===== config.mk =====
export PLATFORM = sky130hd
export DESIGN_NAME = fp32_divider
export DESIGN_NICKNAME = d
export VERILOG_FILES = /design/src/rtl/fp_pkg.sv /design/src/rtl/fp32_unpack.sv /design/src/rtl/fp32_divider.sv
export SDC_FILE = /design/constraint.sdc
export NUM_CORES = 1
export LEC_CHECK = 0
export ABC_AREA = 1
export BUFFER_PORTS_ARGS = -buffer_cell sky130_fd_sc_hd__clkbuf_2
export CAP_MARGIN = 20
export CORE_MARGIN = 2
export CORE_UTILIZATION = 55
export CTS_CLUSTER_DIAMETER = 150
export DETAILED_ROUTE_END_ITERATION = 10
export PLACE_DENSITY = 0.82
export SETUP_SLACK_MARGIN = 0.5
export SLEW_MARGIN = 15
export SYNTH_ARGS = -nofsm -noshare
export SYNTH_HDL_FRONTEND = slang
export SYNTH_HIERARCHICAL = 1
export SYNTH_SLANG_ARGS = --single-unit

===== constraint.sdc =====
create_clock -name int_clk -period 5.1 [get_ports int_clk]
set_input_delay 0.255 -clock int_clk [delete_from_list [all_inputs] [get_ports int_clk]]
set_output_delay 0.255 -clock int_clk [all_outputs]
set_load 0.05 [all_outputs]

===== src/rtl/fp_pkg.sv =====
// fp_pkg: shared binary32 widths, constants, unpacked operand type and divider FSM states
package fp_pkg;
  localparam int EXP_W = 8;
  localparam int FRAC_W = 23;
  localparam int BIAS = 127;
  localparam logic [31:0] QNAN = 32'h7FC00000;
  localparam logic [31:0] POS_INF = 32'h7F800000;
  typedef struct packed {
    logic sign;
    logic [EXP_W-1:0] exp;
    logic [FRAC_W:0] mant;
    logic is_zero;
    logic is_inf;
    logic is_nan;
  } fp32_t;
  typedef enum logic [1:0] {S_IDLE, S_UNPACK, S_DIV, S_ROUND} div_state_t;
endpackage


===== src/rtl/fp32_unpack.sv =====
// fp32_unpack: split a binary32 into sign/exponent/significand and classify it
module fp32_unpack
  import fp_pkg::*;
(
  input  logic [31:0] x,
  output fp32_t       u
);
  logic exp_zero, exp_ones, frac_zero;
  always_comb begin
    exp_zero = x[30:23] == '0;
    exp_ones = x[30:23] == '1;
    frac_zero = x[22:0] == '0;
    u.sign = x[31];
    u.exp = x[30:23];
    // subnormals are flushed, so a zero exponent field means zero
    u.mant = exp_zero ? '0 : {1'b1, x[22:0]};
    u.is_zero = exp_zero;
    u.is_inf = exp_ones && frac_zero;
    u.is_nan = exp_ones && !frac_zero;
  end
endmodule


===== src/rtl/fp32_divider.sv =====
// fp32_divider: sequential binary32 divider, restoring mantissa division one quotient bit per clock
module fp32_divider
  import fp_pkg::*;
#(
  parameter int ITER_BITS = 26
) (
  input  logic        int_clk,
  input  logic        rst_n,
  input  logic        start,
  input  logic [31:0] a,
  input  logic [31:0] b,
  output logic [31:0] out,
  output logic        busy,
  output logic        done
);
  localparam int CW = $clog2(ITER_BITS + 1);
  div_state_t state, state_nx;
  logic [31:0] a_q, b_q, spec_val_q, spec_val_c, res_c;
  fp32_t ua, ub;
  logic sign_q, spec_q, shift, nan_c, inf_c, zero_c, ge, up, carry;
  logic signed [9:0] exp_q, exp_c, exp_r;
  logic [24:0] rem_q, sum;
  logic [23:0] mb_q, diff, mant;
  logic [22:0] frac;
  logic [ITER_BITS-1:0] q_q;
  logic [CW-1:0] cnt_q;

  fp32_unpack u_ua (.x(a_q), .u(ua));
  fp32_unpack u_ub (.x(b_q), .u(ub));

  assign busy = state != S_IDLE;

  always_comb begin
    state_nx = state;
    state_nx = state == S_IDLE ? (start ? S_UNPACK : S_IDLE) :
               state == S_UNPACK ? S_DIV :
               state == S_DIV ? (cnt_q == CW'(ITER_BITS - 1) ? S_ROUND : S_DIV) : S_IDLE;
  end

  always_comb begin
    shift = ua.mant < ub.mant;
    exp_c = {2'b00, ua.exp} - {2'b00, ub.exp} + 10'd127 - {9'd0, shift};
    nan_c = ua.is_nan || ub.is_nan || (ua.is_zero && ub.is_zero) || (ua.is_inf && ub.is_inf);
    inf_c = ua.is_inf || ub.is_zero;
    zero_c = ub.is_inf || ua.is_zero;
    spec_val_c = nan_c ? QNAN : inf_c ? (POS_INF | {ua.sign ^ ub.sign, 31'h0}) : {ua.sign ^ ub.sign, 31'h0};
  end

  always_comb begin
    ge = rem_q >= {1'b0, mb_q};
    diff = ge ? 24'(rem_q - {1'b0, mb_q}) : rem_q[23:0];
  end

  // the quotient's extra two low bits are guard and round; the final remainder supplies sticky
  always_comb begin
    mant = q_q[ITER_BITS-1 -: 24];
    up = q_q[ITER_BITS-25] && (q_q[ITER_BITS-26] || rem_q != '0 || mant[0]);
    sum = {1'b0, mant} + {24'd0, up};
    carry = sum[24];
    frac = carry ? sum[23:1] : sum[22:0];
    exp_r = exp_q + {9'd0, carry};
    res_c = exp_r >= 10'sd255 ? {sign_q, 8'hFF, 23'h0} :
            exp_r <= 10'sd0 ? {sign_q, 31'h0} : {sign_q, exp_r[7:0], frac};
  end

  always_ff @(posedge int_clk or negedge rst_n) begin
    if (!rst_n) begin
      state <= S_IDLE;
      out <= '0;
      done <= 1'b0;
      a_q <= '0;
      b_q <= '0;
      sign_q <= 1'b0;
      exp_q <= '0;
      rem_q <= '0;
      mb_q <= '0;
      q_q <= '0;
      cnt_q <= '0;
      spec_q <= 1'b0;
      spec_val_q <= '0;
    end else begin
      state <= state_nx;
      done <= state == S_ROUND;
      if (state == S_IDLE && start) begin
        a_q <= a;
        b_q <= b;
      end
      if (state == S_UNPACK) begin
        sign_q <= ua.sign ^ ub.sign;
        exp_q <= exp_c;
        rem_q <= shift ? {ua.mant, 1'b0} : {1'b0, ua.mant};
        mb_q <= ub.mant;
        q_q <= '0;
        cnt_q <= '0;
        spec_q <= nan_c || inf_c || zero_c;
        spec_val_q <= spec_val_c;
      end
      if (state == S_DIV) begin
        rem_q <= {diff, 1'b0};
        q_q <= {q_q[ITER_BITS-2:0], ge};
        cnt_q <= cnt_q + CW'(1);
      end
      if (state == S_ROUND) out <= spec_q ? spec_val_q : res_c;
    end
  end
endmodule


Word level (Yosys, flattened, before mapping)

Index checks and enable logic that the tools add are counted.

$add $sub $neg: 7
Div/mod/pow operators: 0
Multiplexer cells: 21
Equality and inequality tests: 6
$mul: 0
Bitwise operators: 1
$lt $le $gt $ge: 4
Shifts and indexed selects: 0
Reduce and logical (&&, ||, !) cells: 27

Operators with widths:

| operator               | count |
|---|---|
| $mux W31               | 3 |
| $mux W25               | 3 |
| $mux W24               | 3 |
| $mux W32               | 2 |
| $mux W26               | 2 |
| $logic_not A23 Y1      | 2 |
| $add A24 B1 Y25        | 1 |
| $ge A25 B24 Y1         | 1 |
| $reduce_bool A25 Y1    | 1 |
| $lt A24 B24 Y1         | 1 |
| $sub A24 B24 Y24       | 1 |
| $mux W23               | 1 |
| $eq A8 B8 Y1 const B   | 2 |
| $logic_not A8 Y1       | 2 |
| $add A10 B1 Y10        | 1 |
| $add A9 B8 Y10 const B | 1 |
| $ge A10 B9 Y1 const B  | 1 |
| $le A10 B1 Y1 const B  | 1 |
| $mux W5                | 2 |
| $sub A10 B1 Y10        | 1 |
| $logic_or A1 B1 Y1     | 9 |
| $sub A8 B8 Y9          | 1 |
| $logic_and A1 B1 Y1    | 8 |
| $mux W2                | 3 |
| 9 further kinds        | 13 |

Word-level logic and storage cells: 79
Memories kept: 0
Latch bits: 0
Register bits after elaboration: 223
Input bits: 67
Output and inout port bits: 34
RAM bits: 0
Memory bits (read-only): 0

Logic depth before layout (Yosys ltp)

Depth in word-level cells: 10
Depth in mapped cells: 28
Mapped depth without buffers: 26

Hierarchy

Netlist, hierarchy kept.

By module, submodules not included:

| module       | seq. area each (um^2) | area each (um^2) | instances | cells an instance |
|---|---|---|---|---|
| fp32_divider | 4854.7                | 12444.4          | 1         | 1654 |
| fp32_unpack  | 0.0                   | 435.4            | 2         | 94 |

Worst setup path before layout

OpenSTA, ideal clock, no wires.

Path kind: flip-flop to flip-flop
From: reg a_q[24]
To: reg exp_q[9]
Cell stages (with the launch flop): 27
Setup time: 0.083 ns
Path slack: 1.225 ns
Data required time: 5.017 ns
Period minus slack after synthesis: 3.875 ns
Buffers on the path: 2
Data arrival time: 3.792 ns
Cell sequence: dfrtp_1 -> or2_4 -> nor3_4 -> buf_6 -> nor2_1 -> ha_1 -> nand2_1 -> inv_1 -> nand2_1 -> nand2_1 -> nand2_1 -> nand3_1 -> a21oi_2 -> nand2_1 -> buf_2 -> ha_1 -> ha_1 -> fa_1 -> nand2_1 -> nand2_1 -> a21oi_1 -> o21ai_0 -> nand2_1 -> nand2_1 -> nor2_1 -> nand2_1 -> o21ai_0

RTL lines:

| what                   | line               | source |
|---|---|---|
| from (decl)            | fp32_divider.sv:18 | `logic [31:0] a_q, b_q, spec_val_q, spec_val_c, res_c;` |
| from (signal assigned) | fp32_divider.sv:71 | `a_q <= '0;` |
| from (signal assigned) | fp32_divider.sv:85 | `a_q <= a;` |
| to (signal assigned)   | fp32_divider.sv:90 | `exp_q <= exp_c;` |
| to (decl)              | fp32_divider.sv:21 | `logic signed [9:0] exp_q, exp_c, exp_r;` |

==> metrics.md <==
| Metric | Value |
|---|---|
| Final WS setup | `0.8175 ns` |
| Die width | `159.6 um` |
| DRT iter0 DRCs | `977` |
| Worst Hold Depth | `2` |
| Syn Nets | `1,984` |
| RD Place Congestion | `0.9746` |
| Initial antenna violation count | `0` |
| Worst slack, placed | `0.7226 ns` |
| GR Util All Layers | `26.24%` |
| Tmin final | `4.283 ns` |
| Achievable frequency | `233.5 MHz` |
| IO Pins | `101` |
| Die ar. | `0.02547 sq mm` |
| Yosys warns | `6` |
| R2r startpoint | `a_q[24]` |
| Reg-to-reg endpoint | `exp_q[9]` |
| Slowest stage delay, CP | `0.45 ns` |
| Finish-stage setup viols | `0` |
| Mapped Area | `0.01332 sq mm` |
| Status | `finished clean` |
| Fin. max-slew vios | `0` |
| Routed len/inst | `14.76 um` |
| CP Class | `reg2reg` |
| Max Cap Viol | `0` |
| Global-route wire length before repair | `55.69 mm` |
| Slowest CP cell | `dfrtp_2` |
| Sequential area share after synthesis | `36.46%` |
| Share of cells above drive strength 1 | `13.96%` |
| Grt total ovfl | `0` |
| Worst EP arrival | `4.66 ns` |
| Final wirelength | `32.94 mm` |
| Worst skew pair latency | `0.45 ns` |
| TritonCTS buffer count | `17` |
| Vias in the first global route | `11,670` |
| Area share of the largest cell type after synthesis | `36.46%` |
| Top delay family on crit path | `simple AND/OR/NAND/NOR gates` |
| CTS Sinks | `194` |
| Min-delay worst type | `in2reg` |
| CP most frequent cell | `nand2_1` |
| Setup TNS | `0 ns` |
| CTS tree | `done` |
| Min-delay src | `a[29]` |
| Synth cell count leaders | `531 x nand2_1, 308 x inv_1, 194 x dfrtp_1` |
| CTS H-Tree Depth | `4` |
| Drt drc | `0` |
| Avg Cell Area, Syn | `7.229 sq um` |
| R2r setup slk | `0.82 ns` |
| Worst slew pin tran | `0.9480 ns` |
| Core ar. | `0.02361 sq mm` |
| DP Wirelength | `24.31 mm` |
| Number of vias per cell | `5.408` |
| CP endpoint kind | `flop` |
| Fin crit share | `83.97%` |
| Largest net degree at the start of global routing | `111` |
| Count leader, synth | `nand2_1` |
| # port buffers | `100` |
| Fin. Hold Viols | `0` |
| Hold Path End | `a_q[29]` |
| Synth unique cells | `50` |
| Ant diodes | `0` |
| Area leader, netlist | `dfrtp_1` |
| Predominant post-synthesis flop cell | `dfrtp_1` |
| Worst-path clk slew | `0.08 ns` |
| CTS Buffer Depth | `2` |
| Via count | `12,070` |
| Reg2reg path depth | `25` |
| Die H | `159.6 um` |
| CTS root buffer | `clkbuf_16` |
| Relative slew slack | `36.80%` |
| RSZ-0062 raised after global routing | `false` |
| Yosys reg bits | `194` |
| Post-synthesis instance total | `1,842` |
| Synth area leaders | `dfrtp_1 36%, nand2_1 15%, inv_1 8.7%` |
| Antenna Violating Nets Remaining | `0` |
| Row cnt | `56` |
| CP Launch Type | `flop` |
| Area grow syn2layout | `9.162%` |
| Post-synth EDFFs | `0` |
| 1st-pass router iterations | `5` |
| CP bufs+invs | `3` |
| Final core occ | `61.56%` |
| Fin nets | `2,041` |
| Worst-path maximum fanout | `26` |
| Starting Density | `56.39%` |
| Layout Skew | `0.01492 ns` |
| Asr flop ratio synth | `100.0%` |
| WP data required | `5.48 ns` |
| WP depth | `25` |
==> per-layer routing <==
metal	share of wire, %	GRT usage (%)
met3	6.2	4.011
met5	0	0
met2	47	42.92
met4	1.8	7.025
met1	45	36.48
==> per-stage QoR <==
| step | area (sq um) | hold WS, ns | cells |
|---|---|---|---|
| floorplan | 13320 | -0.04059 | 1842 |
| global placement | 13890 | 0.4138 | 2198 |
| detailed placement | 13890 | 0.4461 | 2198 |
| CTS | 14510 | 0.02284 | 2231 |
| global route | 14540 | 0.02946 | 2231 |
| finish | 14540 | 0.02684 | 2231 |
==> worst max-delay path by stage <==
stage	to	startpoint
floorplan	exp_q[9]	a_q[24]
global placement	exp_q[9]	a_q[24]
detailed placement	exp_q[9]	a_q[24]
CTS	exp_q[9]	a_q[24]
global route	exp_q[9]	a_q[24]
finish	exp_q[9]	a_q[24]
==> registers in the layout, summed over array words and instances (netlist names) <==
name,cells
a_q,32
b_q,32
cnt_q,5
done,1
exp_q,10
mb_q,24
out,32
q_q,26
rem_q,25
sign_q,1
spec_q,1
spec_val_q,3
state,2
==> cell type report <==
type | count | area [sq um]
clock buffer | 17 | 425.4
clock inverter | 15 | 181.4
fill | 2077 | 9077
inverter | 319 | 1199
multi-input combinational | 1254 | 6845
sequential | 194 | 4856
tap | 319 | 399.1
timing repair buffer | 113 | 629.4
==> placed cells by master (no fill, tap or decap), drive strengths merged, types with 2 or more instances in the layout <==
master and n:
a21boi 2, a21o 2, a21oi 50, a31oi 2
buf 12, clkbuf 117, clkinv 11, dfrtp 194
fa 3, ha 72, inv 323, mux2 64
nand2 537, nand3 132, nand3b 7, nand4 44
nor2 168, nor3 23, o21a 2, o21ai 73
o21bai 2, o22ai 31, or2 6, xnor2 8
xor2 19
==> cell families (layout without fill, tap and decap cells) <==
family	count (synthesis)	count (layout)	synth area share (%)
DFF	194	194	36.46
AOI/OAI and AO/OA	168	168	7.301
muxes	64	64	5.413
xor gates and xnor gates	27	27	1.776
adders and majority gates	75	75	7.217
buffers and inverters	394	464	12.20
and+or+nand+nor	920	920	29.64
==> repair_timing <==
action                                 4_1_cts  5_1_grt
setup buffers                                0        0
resized for setup                            0        7
hold buffers                                 1        0
setup endpoints to repair                    0        3
endpoints found under the hold margin       42        0
Power is not shown: default switching activity piles up to over one toggle a cycle in this logic, so the estimate is an artifact.
